===== src/rtl/bus_arbiter_pkg.sv =====
// bus_arbiter_pkg: shared FSM encoding, access-type codes and address decode default
package bus_arbiter_pkg;

   typedef enum logic [1:0] {
      S_IDLE,
      S_ACCESS,
      S_WAIT,
      S_DONE
   } state_t;

   localparam logic [2:0] T_B  = 3'b000;
   localparam logic [2:0] T_H  = 3'b001;
   localparam logic [2:0] T_W  = 3'b010;
   localparam logic [2:0] T_BU = 3'b100;
   localparam logic [2:0] T_HU = 3'b101;

   localparam logic [3:0] IO_SEL_DEF = 4'h1;

endpackage


===== src/rtl/bus_arbiter_rr_arb2.sv =====
// rr_arb2: two-way round-robin pick; last=1 means master 1 was granted most recently
module rr_arb2 (
   input  logic [1:0] req,
   input  logic       last,
   output logic [1:0] grant
);

   assign grant[0] = req[0] & (~req[1] | last);
   assign grant[1] = req[1] & (~req[0] | ~last);

endmodule


===== src/rtl/bus_arbiter.sv =====
// bus_arbiter: two-master single-slave-port arbiter with RAM/GPIO decode and registered strobes/acks
module bus_arbiter
   import bus_arbiter_pkg::*;
#(
   parameter int unsigned RD_LAT = 1,
   parameter logic [3:0]  IO_SEL = IO_SEL_DEF
) (
   input  logic        clk,
   input  logic        rst_n,
   input  logic        m0_req,
   input  logic        m0_we,
   input  logic [31:0] m0_addr,
   input  logic [2:0]  m0_type,
   input  logic [31:0] m0_wdata,
   output logic        m0_ack,
   input  logic        m1_req,
   input  logic        m1_we,
   input  logic [31:0] m1_addr,
   input  logic [2:0]  m1_type,
   input  logic [31:0] m1_wdata,
   output logic        m1_ack,
   output logic [31:0] rdata,
   output logic        ram_we,
   output logic        io_we,
   output logic [31:0] s_addr,
   output logic [2:0]  s_type,
   output logic [31:0] s_wdata,
   input  logic [31:0] ram_rdata,
   input  logic [31:0] io_rdata
);

   state_t      state_q, state_d;
   logic        last_q, last_d, id_q, id_d, we_q, we_d;
   logic [31:0] addr_q, addr_d, wdata_q, wdata_d, rdata_q, rdata_d;
   logic [2:0]  type_q, type_d, cnt_q, cnt_d;
   logic        ram_we_q, ram_we_d, io_we_q, io_we_d;
   logic        ack0_q, ack0_d, ack1_q, ack1_d;
   logic [1:0]  grant;
   logic        win_we, win_io, is_io, unused_addr;
   logic [31:0] win_addr, win_wdata;
   logic [2:0]  win_type;

   rr_arb2 u_rr (
      .req   ({m1_req, m0_req}),
      .last  (last_q),
      .grant (grant)
   );

   assign win_we      = grant[1] ? m1_we : m0_we;
   assign win_addr    = grant[1] ? m1_addr : m0_addr;
   assign win_type    = grant[1] ? m1_type : m0_type;
   assign win_wdata   = grant[1] ? m1_wdata : m0_wdata;
   assign win_io      = win_addr[31:28] == IO_SEL;
   assign is_io       = addr_q[31:28] == IO_SEL;
   assign unused_addr = ^addr_q[27:24];

   always_comb begin
      state_d  = state_q;
      last_d   = last_q;
      id_d     = id_q;
      we_d     = we_q;
      addr_d   = addr_q;
      type_d   = type_q;
      wdata_d  = wdata_q;
      rdata_d  = rdata_q;
      cnt_d    = cnt_q;
      ram_we_d = 1'b0;
      io_we_d  = 1'b0;
      ack0_d   = 1'b0;
      ack1_d   = 1'b0;
      case (state_q)
         S_IDLE: if (|grant) begin
            state_d  = S_ACCESS;
            id_d     = grant[1];
            last_d   = grant[1];
            we_d     = win_we;
            addr_d   = win_addr;
            type_d   = win_type;
            wdata_d  = win_wdata;
            ram_we_d = win_we & ~win_io;
            io_we_d  = win_we & win_io;
         end
         // writes finish here; reads arm the latency counter
         S_ACCESS: begin
            state_d = we_q ? S_DONE : S_WAIT;
            cnt_d   = 3'(RD_LAT - 1);
            ack0_d  = we_q & ~id_q;
            ack1_d  = we_q & id_q;
         end
         S_WAIT: if (cnt_q == 3'd0) begin
            state_d = S_DONE;
            rdata_d = is_io ? io_rdata : ram_rdata;
            ack0_d  = ~id_q;
            ack1_d  = id_q;
         end else begin
            cnt_d = cnt_q - 3'd1;
         end
         default: state_d = S_IDLE;
      endcase
   end

   always_ff @(posedge clk or negedge rst_n) begin
      if (!rst_n) begin
         state_q  <= S_IDLE;
         last_q   <= 1'b1;
         id_q     <= 1'b0;
         we_q     <= 1'b0;
         addr_q   <= '0;
         type_q   <= '0;
         wdata_q  <= '0;
         rdata_q  <= '0;
         cnt_q    <= '0;
         ram_we_q <= 1'b0;
         io_we_q  <= 1'b0;
         ack0_q   <= 1'b0;
         ack1_q   <= 1'b0;
      end else begin
         state_q  <= state_d;
         last_q   <= last_d;
         id_q     <= id_d;
         we_q     <= we_d;
         addr_q   <= addr_d;
         type_q   <= type_d;
         wdata_q  <= wdata_d;
         rdata_q  <= rdata_d;
         cnt_q    <= cnt_d;
         ram_we_q <= ram_we_d;
         io_we_q  <= io_we_d;
         ack0_q   <= ack0_d;
         ack1_q   <= ack1_d;
      end
   end

   assign m0_ack  = ack0_q;
   assign m1_ack  = ack1_q;
   assign ram_we  = ram_we_q;
   assign io_we   = io_we_q;
   assign rdata   = rdata_q;
   assign s_addr  = {8'h00, addr_q[23:0]};
   assign s_type  = type_q;
   assign s_wdata = wdata_q;

endmodule

===== config.mk =====
export PLATFORM = sky130hd
export DESIGN_NAME = bus_arbiter
export DESIGN_NICKNAME = d
export VERILOG_FILES = /design/src/rtl/bus_arbiter_pkg.sv /design/src/rtl/bus_arbiter_rr_arb2.sv /design/src/rtl/bus_arbiter.sv
export SDC_FILE = /design/constraint.sdc
export NUM_CORES = 1
export LEC_CHECK = 0
export BUFFER_PORTS_ARGS = -buffer_cell sky130_fd_sc_hd__buf_2
export CORE_ASPECT_RATIO = 2
export CORE_MARGIN = 10
export CORE_UTILIZATION = 30
export DETAILED_ROUTE_END_ITERATION = 6
export GPL_TIMING_DRIVEN = 0
export PLACE_DENSITY = 0.59
export SYNTH_ARGS = -nofsm -noshare
export SYNTH_HDL_FRONTEND = slang
export SYNTH_HIERARCHICAL = 1
export SYNTH_SLANG_ARGS = --single-unit

===== constraint.sdc =====
create_clock -name clk -period 2.3 [get_ports clk]
set_clock_uncertainty 0.1 [all_clocks]
set_input_delay 0.23 -clock clk [delete_from_list [all_inputs] [get_ports clk]]
set_output_delay 0.23 -clock clk [all_outputs]
set_load 0.005 [all_outputs]

==> flow_metrics.env, run 1 <==
export IMPL_clk_pin_slew_ns=0.07
export IMPL_fmax_mhz=481
export IMPL_tightest_slew_ns=0.671
export IMPL_end_kind="flop"
export IMPL_rrSetupSlack_ns=0.22
export IMPL_synth_cells=505
export IMPL_first_global_vias=5144
export IMPL_syn_area_per_cell_sq_um=10.3
export IMPL_finalWirelength_mm=17.9
export IMPL_grt_antenna_before_repair=0
export IMPL_dp_slack_ns=-0.0110
export IMPL_crit_required_ns=2.46
export IMPL_firstDrtPassIters=4
export IMPL_coreArea_sq_um=17200
export IMPL_gr_total_overflow=0
export IMPL_power_switching_share_pct=36.9
export IMPL_timing_setup_tns_ns=0
export IMPL_reg2reg_from="last_q$_DFFE_PN1P_"
export IMPL_worstSetupStartpointType="flop"
export IMPL_path_cells="a21boi_0 > buf_2 > o21ai_4 > buf_2 > buf_2 > nand2_1 > o21ai_0"
export IMPL_netlist_area_sq_um=5220
export IMPL_dr_total_vias=4644
export IMPL_cts_root_buf="clkbuf_16"
export IMPL_yosysTopAreaCell="dfrtp_1"
export IMPL_period_minus_slack_ns=2.08
export IMPL_arrival_ns=2.24
export IMPL_drv_cap=0
export IMPL_drt_wirelength_per_cell_um=17.4
export IMPL_critPathMostFrequentCell="buf_2"
export IMPL_floorplan_initialDensity_pct=30.4
export IMPL_worstSetupPathType="reg2reg"
export IMPL_fin_total_pwr_mw=8.53
export IMPL_critPathLaunch="last_q$_DFFE_PN1P_"
export IMPL_area_growth_synth_to_final_pct=39.6
export IMPL_chipWidth_um=113
export IMPL_n_fill_cell=1802
export IMPL_finalSetupViolCount=0
export IMPL_reg2reg_depth=7
export IMPL_gp_congestion=0.775
export IMPL_path_delay_family="buffers and inverters"
export IMPL_n_antenna_cell=0
export IMPL_ir_drop_mv=0.416
export IMPL_clock_sinks=107
export IMPL_clk_insertion_delay_late_ns=0.34
export IMPL_hp_class="in2reg"
export IMPL_yosys_top_cells_area="dfrtp_1 (51%), mux2i_1 (18%), nand2_1 (7.5%)"
export IMPL_worst_hold_slack_ns=0.0647
export IMPL_first_iter_violations=118
export IMPL_rsz0062_at_grt="false"
export IMPL_cp_num_cells=7
export IMPL_hpwl_mm=15.2
export IMPL_grt_first_pass_wirelength_mm=27.3
export IMPL_postRouteAntennaNets=0
export IMPL_grt_use_total_pct=14.8
export IMPL_finalCritPeriodShare_pct=90.5
export IMPL_path_buf_inv=3
export IMPL_power_density_nw_per_um2=1170
export IMPL_cpPeakStageDelay_ns=0.55
export IMPL_ys_seq_elements=107
export IMPL_ys_warn_count=6
export IMPL_critical_path_slowest_cell="dfstp_2"
export IMPL_rr_endpoint="s_type[1]$_DFFE_PN0P_"
export IMPL_slew_headroom_pct=55.3
export IMPL_endpoint="s_type[1]$_DFFE_PN0P_"
export IMPL_htreeDepth=3
export IMPL_combPwrFrac_pct=44.9
export IMPL_fin_ws_ns=0.219
export IMPL_route_detailed_drc=0
export IMPL_layout_drive_gt1_share_pct=43.7
export IMPL_final_nets=1025
export IMPL_p_int_mw=5.39
export IMPL_p_sw_mw=3.15
export IMPL_cts_path_max_buffers=2
export IMPL_pin_count=307
export IMPL_p_leak_nw=3.86
export IMPL_post_cts_buffers=0
export IMPL_status="finished clean"
export IMPL_hold_violations=0
export IMPL_design_die_area_sq_um=23400
export IMPL_clkPwrFrac_pct=17.7
export IMPL_synth_top_area_share_pct=50.8
export IMPL_tritoncts="built"
export IMPL_die_h_um=207
export IMPL_synth_cell_type_count=30
export IMPL_rows=68
export IMPL_slew_violations=0
export IMPL_ys_seq_area_share_pct=51.3
export IMPL_grt_max_degree=60
export IMPL_cts_made_buffers=9
export IMPL_portBuffers=290
export IMPL_p_seq_share_pct=37.4
export IMPL_viasPerCell=4.51
export IMPL_cp_max_fo=10
==> flip-flops by register name, summed over array words and instances (netlist names) <==
name and flops:
ram_we 1, we_q 1, m0_ack 1, s_type 3
state_q 2, addr_q 28, io_we 1, id_q 1
m1_ack 1, rdata 32, cnt_q 3, last_q 1
s_wdata 32
==> stage by stage <==
step	area, sq um	instances	utilization, %
after global placement	6960	1012	40.5
after detailed placement	6990	1013	40.7
after global routing	7290	1030	42.4
after floorplan	5250	512	-
final	7290	1030	42.4
after CTS	7290	1030	42.4
==> power groups by stage <==
stage	registers, mW	clock network [mW]	logic, mW
3_5_place_dp	3.24	0	3.96
4_1_cts	3.20	1.57	3.98
6_report	3.19	1.51	3.83
5_1_grt	3.31	1.64	4.36
2_1_floorplan	3.26	0	2.13
3_3_place_gp	3.20	0	3.91
==> cell usage after synthesis (all sizes together) <==
cell type and n:
mux2i 95, nor2 4, a21oi 1, a211oi 1, nand2 104, or4b 1, or4bb 1, nor4b 1
buf 47, dfstp 1, a21bo 1, a21boi 2, dfrtp 106, inv 6, mux2 3, conb 1
and3 1, nor2b 2, a22o 2, clkbuf 16, and2 1, and3b 1, o21ai 100, ha 6
o22ai 1
==> final cells by class <==
type | count | area (sq um) | share of cell area [%]
flip-flops and latches | 107 | 2680 | 36.7
multi-input cells | 336 | 2150 | 29.4
repair buffers | 292 | 1490 | 20.5
plain buffers | 63 | 408 | 5.59
well taps | 210 | 263 | 3.60
clock buffers | 12 | 236 | 3.24
clock inverters | 4 | 45.0 | 0.618
inverters | 6 | 22.5 | 0.309
==> worst register-to-register path: cells and delay by family, from the launching register on <==
family	cells	cell delay (ns)
AOI/OAI and AO/OA	3	0.49
buffers and inverters	3	0.78
DFF	1	0.55
and+or+nand+nor	1	0.08
==> timing repair <==
| item | in CTS | in global routing |
|---|---|---|
| setup endpoints to repair | 3 | 0 |
| hold endpoints to repair | 47 | 0 |
| hold buffers | 1 | 0 |
| gates resized for setup | 1 | 0 |
==> layer usage <==
layer  vias to the layer above  GRT usage, %  share of wire (%)
met5                         -             0                  0
met4                         0          4.33                1.2
met3                        13          5.73                9.3
met2                       199          28.0                 54
met1                      2133          14.2                 35
li1                       2299             -                  -
==> cells in the final DEF, fill, tap and decap left out, types with 2 or more instances in the layout <==
cell type	count
conb_1	8
clkinv_2	3
buf_8	3
buf_4	34
nand2_1	104
nor2_1	4
a22o_1	2
mux2i_1	95
clkbuf_16	9
inv_1	6
mux2_2	3
clkbuf_1	19
nor2b_1	2
o21ai_1	30
o21ai_0	69
ha_1	6
buf_2	300
dfrtp_1	106
==> worst min path at each step <==
stage | start | endpoint | cells past startpoint
after floorplan | rst_n | addr_q[0]$_DFFE_PN0P_ | 0
after global placement | id_q$_DFFE_PN0P_ | m0_ack$_DFF_PN0_ | 1
after detailed placement | rst_n | rdata[4]$_DFFE_PN0P_ | 1
after CTS | ram_rdata[15] | rdata[15]$_DFFE_PN0P_ | 3
after global routing | io_rdata[13] | rdata[13]$_DFFE_PN0P_ | 3
final | ram_rdata[15] | rdata[15]$_DFFE_PN0P_ | 3
==> cell families after synthesis <==
group / Yosys count / share of synthesized area [%]
adders and majority gates: 6 / 1.44
other: 1 / 0.0718
AOI/OAI and AO/OA: 108 / 10.8
and+or+nand+nor: 116 / 9.27
DFF: 107 / 51.3
buffers and inverters: 69 / 8.24
muxes: 98 / 18.9
Power figures use the tool's default switching activity.
==> inputs of run 2 (changes only) <==
- CTS_CLUSTER_DIAMETER: not set -> 50
- SLEW_MARGIN: not set -> 10
- SYNTH_HIERARCHICAL: 1 -> not set
==> run 2 against run 1 <==
Net effect: cell count grew 11%; non-clock buffer count rose by 44; critical path depth increased by 1; critical path type unchanged; largest power group unchanged; highest routed layer unchanged.
==> flow_metrics.env, run 2 <==
export IMPL_cts_path_max_buffers=2
export IMPL_min_delay_start="m0_wdata[3]"
export IMPL_postRouteAntennaNets=0
export IMPL_yosys_top_cells_area="dfrtp_1 (51%), a21oi_1 (12%), nand2_1 (7.8%)"
export IMPL_pin_count=307
export IMPL_p_leak_nw=3.82
export IMPL_synth_flop_cell="dfrtp_1"
export IMPL_gp_congestion=0.782
export IMPL_finalSetupViolCount=0
export IMPL_ir_drop_mv=0.585
export IMPL_rsz0062_at_grt="false"
export IMPL_dr_total_vias=5223
export IMPL_status="finished clean"
export IMPL_slew_violations=0
export IMPL_yosysTopAreaCell="dfrtp_1"
export IMPL_clk_insertion_delay_late_ns=0.35
export IMPL_chipWidth_um=113
export IMPL_p_int_mw=5.43
export IMPL_path_cells="inv_1 > ha_1 > buf_2 > o21a_1 > buf_2 > clkbuf_1 > nor2_1 > a21oi_1"
export IMPL_timing_setup_tns_ns=0
export IMPL_critPathMostFrequentCell="buf_2"
export IMPL_ys_warn_count=0
export IMPL_grt_first_pass_wirelength_mm=31.1
export IMPL_rrSetupSlack_ns=0.24
export IMPL_design_die_area_sq_um=23200
export IMPL_fin_total_pwr_mw=8.86
export IMPL_worst_hold_slack_ns=0.0112
export IMPL_synth_commonest_cells="a21oi_1 (129), nand2_1 (108), dfrtp_1 (106)"
export IMPL_coreArea_sq_um=16800
export IMPL_tightest_slew_ns=0.612
export IMPL_final_nets=1137
export IMPL_first_global_vias=5761
export IMPL_hp_class="in2reg"
export IMPL_cts_made_buffers=9
export IMPL_ys_seq_area_share_pct=51.7
export IMPL_drt_wirelength_per_cell_um=17.6
export IMPL_p_sw_mw=3.43
export IMPL_floorplan_initialDensity_pct=30.7
export IMPL_p_seq_share_pct=36.9
export IMPL_fmax_mhz=486
export IMPL_firstDrtPassIters=4
export IMPL_portBuffers=289
export IMPL_whs_path_depth=3
export IMPL_clkPwrFrac_pct=16.3
export IMPL_finalCritPeriodShare_pct=89.4
export IMPL_reg2reg_from="state_q[0]$_DFFE_PN0P_"
export IMPL_final_common_cell="buf_2"
export IMPL_synth_edff_count=0
export IMPL_clock_sinks=107
export IMPL_tritoncts="built"
export IMPL_rows=67
export IMPL_n_fill_cell=1758
export IMPL_final_util_pct=45.1
export IMPL_synth_cell_type_count=30
export IMPL_cp_max_fo=10
export IMPL_hpwl_mm=16.0
export IMPL_crit_required_ns=2.47
export IMPL_slew_headroom_pct=59.0
export IMPL_most_common_layout_cells="buf_2 (302), a21oi_1 (129), nand2_1 (108), dfrtp_1 (106), nor2_1 (67)"
export IMPL_end_kind="flop"
export IMPL_worstSetupPathType="reg2reg"
export IMPL_synth_top_area_share_pct=51.2
export IMPL_power_switching_share_pct=38.7
export IMPL_postPlaceCellArea_sq_um=6940
export IMPL_cpPeakStageDelay_ns=0.44
export IMPL_htreeDepth=3
export IMPL_endpoint="addr_q[11]$_DFFE_PN0P_"
export IMPL_cts_root_buf="clkbuf_16"
export IMPL_clk_pin_slew_ns=0.07
export IMPL_critical_path_slowest_cell="clkbuf_1"
export IMPL_area_growth_synth_to_final_pct=46.8
export IMPL_drv_cap=0
export IMPL_syn_area_per_cell_sq_um=8.93
export IMPL_design_area_sq_um=7600
export IMPL_arrival_ns=2.23
export IMPL_power_density_nw_per_um2=1170
export IMPL_async_reset_ff_share_pct=100
export IMPL_first_iter_violations=138
export IMPL_hold_violations=0
export IMPL_combPwrFrac_pct=46.8
export IMPL_layout_drive_gt1_share_pct=38.6
export IMPL_netlist_area_sq_um=5180
export IMPL_gr_total_overflow=0
export IMPL_ys_seq_elements=107
export IMPL_synth_cells=580
export IMPL_grt_max_degree=61
export IMPL_grt_use_total_pct=16.6
export IMPL_grt_antenna_before_repair=1
export IMPL_viasPerCell=4.58
export IMPL_critPathLaunch="state_q[0]$_DFFE_PN0P_"
export IMPL_route_detailed_drc=0
export IMPL_yosysMostFrequentCell="a21oi_1"
export IMPL_rr_endpoint="addr_q[11]$_DFFE_PN0P_"
export IMPL_worstSetupStartpointType="flop"
export IMPL_period_minus_slack_ns=2.06
export IMPL_reg2reg_depth=8
export IMPL_finalWirelength_mm=20.0
export IMPL_die_h_um=206
run 2: changes by cell type after synthesis, sizes merged, moves of 2 or more:
cell    before  now
nor4b        1    3
clkbuf      16   18
nor2         4   67
nand2      104  108
buf         47   52
a21oi        1  129
mux2i       95   32
o21ai      100   37
a22o         2    0
run 2: timing repair:
action,CTS,global route
buffers inserted,0,0
hold buffers,39,0
setup endpoints to repair,0,1
endpoints found under the hold margin,84,0
resized for setup,0,2
run 2: worst min path at each step:
stage	end	slack, ns
after CTS	s_wdata[17]$_DFFE_PN0P_	0.0002
after floorplan	addr_q[0]$_DFFE_PN0P_	-0.17
after detailed placement	m0_ack$_DFF_PN0_	0.11
after global placement	m0_ack$_DFF_PN0_	0.32
final	s_wdata[3]$_DFFE_PN0P_	0.01
after global routing	addr_q[14]$_DFFE_PN0P_	0.009
run 2: power by group through the flow:
stage	logic (mW)	registers [mW]	clock network (mW)
2_1_floorplan	2.31	3.33	0
3_3_place_gp	4.13	3.27	0
3_5_place_dp	4.21	3.31	0
4_1_cts	4.26	3.28	1.50
5_1_grt	4.70	3.40	1.58
6_report	4.14	3.27	1.45
run 2: through the flow:
step,worst slack (ns),instances
global route,0.00317,1140
finish,0.243,1140
detailed placement,0.168,1084
CTS,0.147,1139
floorplan,0.645,587
global placement,-0.515,1083
run 2: cells by family after synthesis:
logic type / after synthesis / share of synthesized area, %
buffers and inverters: 77 / 8.75
flip-flops: 107 / 51.7
other: 1 / 0.0724
AND/OR/NAND/NOR: 181 / 13.9
adder cells (fa/ha/maj): 6 / 1.45
AO/OA/AOI/OAI: 173 / 17.3
multiplexers: 35 / 6.84
run 2: metal layers:
layer	vias to the layer above	wire length (um)	track usage [%]
met5	-	0	0
li1	2590	-	-
met3	19	1580	5.34
met2	192	11100	31.8
met1	2422	6980	16.2
met4	0	334	5.42
run 2: final cells by class:
| type | count | area (sq um) | area share [%] |
|---|---|---|---|
| antenna | 1 | 2.50 | 0.0329 |
| buffer | 70 | 428 | 5.63 |
| timing repair buffer | 329 | 1870 | 24.6 |
| inverter | 7 | 26.3 | 0.346 |
| tap | 207 | 259 | 3.41 |
| sequential | 107 | 2680 | 35.2 |
| clock inverter | 5 | 30.0 | 0.395 |
| multi-input combinational | 403 | 2070 | 27.3 |
| clock buffer | 11 | 233 | 3.06 |
run 2: critical path, delay by kind of cell (launching register included):
kind,cells,cell delay [ns]
and+or+nand+nor,1,0.09
DFF,1,0.43
AOI/OAI and AO/OA,2,0.26
adders and majority gates,1,0.14
buffers and inverters,4,0.96
==> inputs of run 3 (changes only) <==
- HOLD_SLACK_MARGIN: not set -> 0.12
==> run 3 against run 2 <==
Net effect: critical path depth fell by 4; die area unchanged; largest power group unchanged; sequential cell count did not move; setup slack worse by 0.087 ns; cell count is 14% higher.
==> flow_metrics.env, run 3 (synthesis gave the netlist of run 2 again) <==
export IMPL_cts_made_buffers=9
export IMPL_hpwl_mm=16.0
export IMPL_final_util_pct=54.3
export IMPL_dr_total_vias=6043
export IMPL_drv_cap=0
export IMPL_clk_pin_slew_ns=0.08
export IMPL_reg2reg_from="addr_q[29]$_DFFE_PN0P_"
export IMPL_clock_sinks=107
export IMPL_final_common_cell="buf_2"
export IMPL_rows=67
export IMPL_critical_path_slowest_cell="nor4b_4"
export IMPL_min_delay_start="m1_we"
export IMPL_crit_required_ns=2.42
export IMPL_clk_insertion_delay_late_ns=0.35
export IMPL_cp_max_fo=5
export IMPL_design_area_sq_um=9150
export IMPL_first_iter_violations=174
export IMPL_die_h_um=206
export IMPL_ir_drop_mv=0.488
export IMPL_whs_path_depth=4
export IMPL_area_growth_synth_to_final_pct=76.8
export IMPL_tritoncts="built"
export IMPL_worst_hold_slack_ns=0.219
export IMPL_reg2reg_depth=4
export IMPL_postRouteAntennaNets=0
export IMPL_hold_violations=0
export IMPL_final_nets=1291
export IMPL_rr_endpoint="rdata[31]$_DFFE_PN0P_"
export IMPL_p_leak_nw=4.47
export IMPL_chipWidth_um=113
export IMPL_finalSetupViolCount=0
export IMPL_dp_slack_ns=0.168
export IMPL_finalWirelength_mm=22.7
export IMPL_viasPerCell=4.66
export IMPL_path_cells="nor4b_4 > mux2i_1 > dlygate4sd3_1 > o21ai_1"
export IMPL_n_fill_cell=1534
export IMPL_design_die_area_sq_um=23200
export IMPL_tightest_slew_ns=0.625
export IMPL_cts_root_buf="clkbuf_16"
export IMPL_hp_class="in2reg"
export IMPL_grt_use_total_pct=18.9
export IMPL_period_minus_slack_ns=2.14
export IMPL_cts_path_max_buffers=2
export IMPL_finalCritPeriodShare_pct=93.2
export IMPL_worstSetupStartpointType="flop"
export IMPL_gp_congestion=0.782
export IMPL_grt_max_degree=61
export IMPL_floorplan_initialDensity_pct=30.7
export IMPL_path_delay_family="simple AND/OR/NAND/NOR gates"
export IMPL_drt_wirelength_per_cell_um=17.6
export IMPL_rrSetupSlack_ns=0.16
export IMPL_path_buf_inv=1
export IMPL_layout_drive_gt1_share_pct=33.2
export IMPL_pin_count=307
export IMPL_arrival_ns=2.26
export IMPL_fin_ws_ns=0.156
export IMPL_fin_total_pwr_mw=9.24
export IMPL_gr_total_overflow=0
export IMPL_end_kind="flop"
export IMPL_firstDrtPassIters=5
export IMPL_htreeDepth=3
export IMPL_rsz0062_at_grt="false"
export IMPL_slew_violations=0
export IMPL_min_to="we_q$_DFFE_PN0P_"
export IMPL_post_cts_buffers=0
export IMPL_worstSetupPathType="reg2reg"
export IMPL_grt_antenna_before_repair=2
export IMPL_portBuffers=289
export IMPL_status="finished clean"
export IMPL_fmax_mhz=467
export IMPL_postPlaceCellArea_sq_um=6940
export IMPL_coreArea_sq_um=16800
export IMPL_cpPeakStageDelay_ns=0.61
export IMPL_slew_headroom_pct=58.1
export IMPL_first_global_vias=6660
export IMPL_route_detailed_drc=0
export IMPL_most_common_layout_cells="buf_2 (300), dlygate4sd3_1 (193), a21oi_1 (129), nand2_1 (108), dfrtp_1 (106)"
export IMPL_power_density_nw_per_um2=1010
export IMPL_grt_first_pass_wirelength_mm=35.6
run 3: cell types whose count changed in the layout (fill, tap and decap cells not counted):
cell and delta:
buf_2 -2, clkbuf_1 -1, clkbuf_2 +1, clkbuf_4 +2
diode_2 +2, dlygate4sd3_1 +154
run 3: per-layer routing:
metal	vias up	share of wire, %	global-route usage, %
met4	0	3.2	8.11
met1	2836	35	19.0
li1	2902	-	-
met3	46	6.7	4.84
met2	259	55	35.4
met5	-	0	0
run 3: final cells by class:
class / count / area (sq um) / area share (%)
clock inverter: 5 / 30.0 / 0.328
buffer: 70 / 434 / 4.74
antenna: 3 / 7.51 / 0.0820
tap: 207 / 259 / 2.83
sequential: 107 / 2680 / 29.3
timing repair buffer: 483 / 3410 / 37.3
multi-input combinational: 403 / 2070 / 22.6
inverter: 7 / 26.3 / 0.287
clock buffer: 11 / 233 / 2.54
run 3: worst max-delay path by stage:
stage                           startpoint                 endpoint  slack, ns  cells after the start
floorplan           state_q[0]$_DFFE_PN0P_    s_type[0]$_DFFE_PN0P_       0.65                      8
global placement                     rst_n  s_wdata[11]$_DFFE_PN0P_      -0.52                      1
detailed placement  state_q[0]$_DFFE_PN0P_   addr_q[17]$_DFFE_PN0P_       0.17                      8
CTS                                 m0_req  s_wdata[10]$_DFFE_PN0P_       0.08                      8
global route        state_q[0]$_DFFE_PN0P_   s_wdata[8]$_DFFE_PN0P_       0.03                      8
finish              addr_q[29]$_DFFE_PN0P_    rdata[31]$_DFFE_PN0P_       0.16                      4
run 3: timing repair:
action                                  in CTS  in global routing
endpoints found under the setup margin       0                  3
hold endpoints to repair                   144                  0
hold buffers                               193                  0
gates resized for setup                      0                  6
run 3: metrics by stage:
step	setup TNS, ns	instances
global placement	-53.43	1083
finish	0	1296
global route	0	1295
CTS	0	1293
detailed placement	0	1084
floorplan	0	587
run 3: power breakdown:
group / internal (mW) / switching (mW) / leakage, nW
clock: 0.732 / 0.716 / 0.125
sequential: 2.80 / 0.478 / 1.25
combinational: 2.14 / 2.37 / 3.09
total: 5.68 / 3.56 / 4.47
run 3: tightest hold or removal path: cells and delay by family:
family / cells / cell delay (ns)
buf+inv: 1 / 0.07
simple gates: 2 / 0.12
compound gates: 1 / 0.21
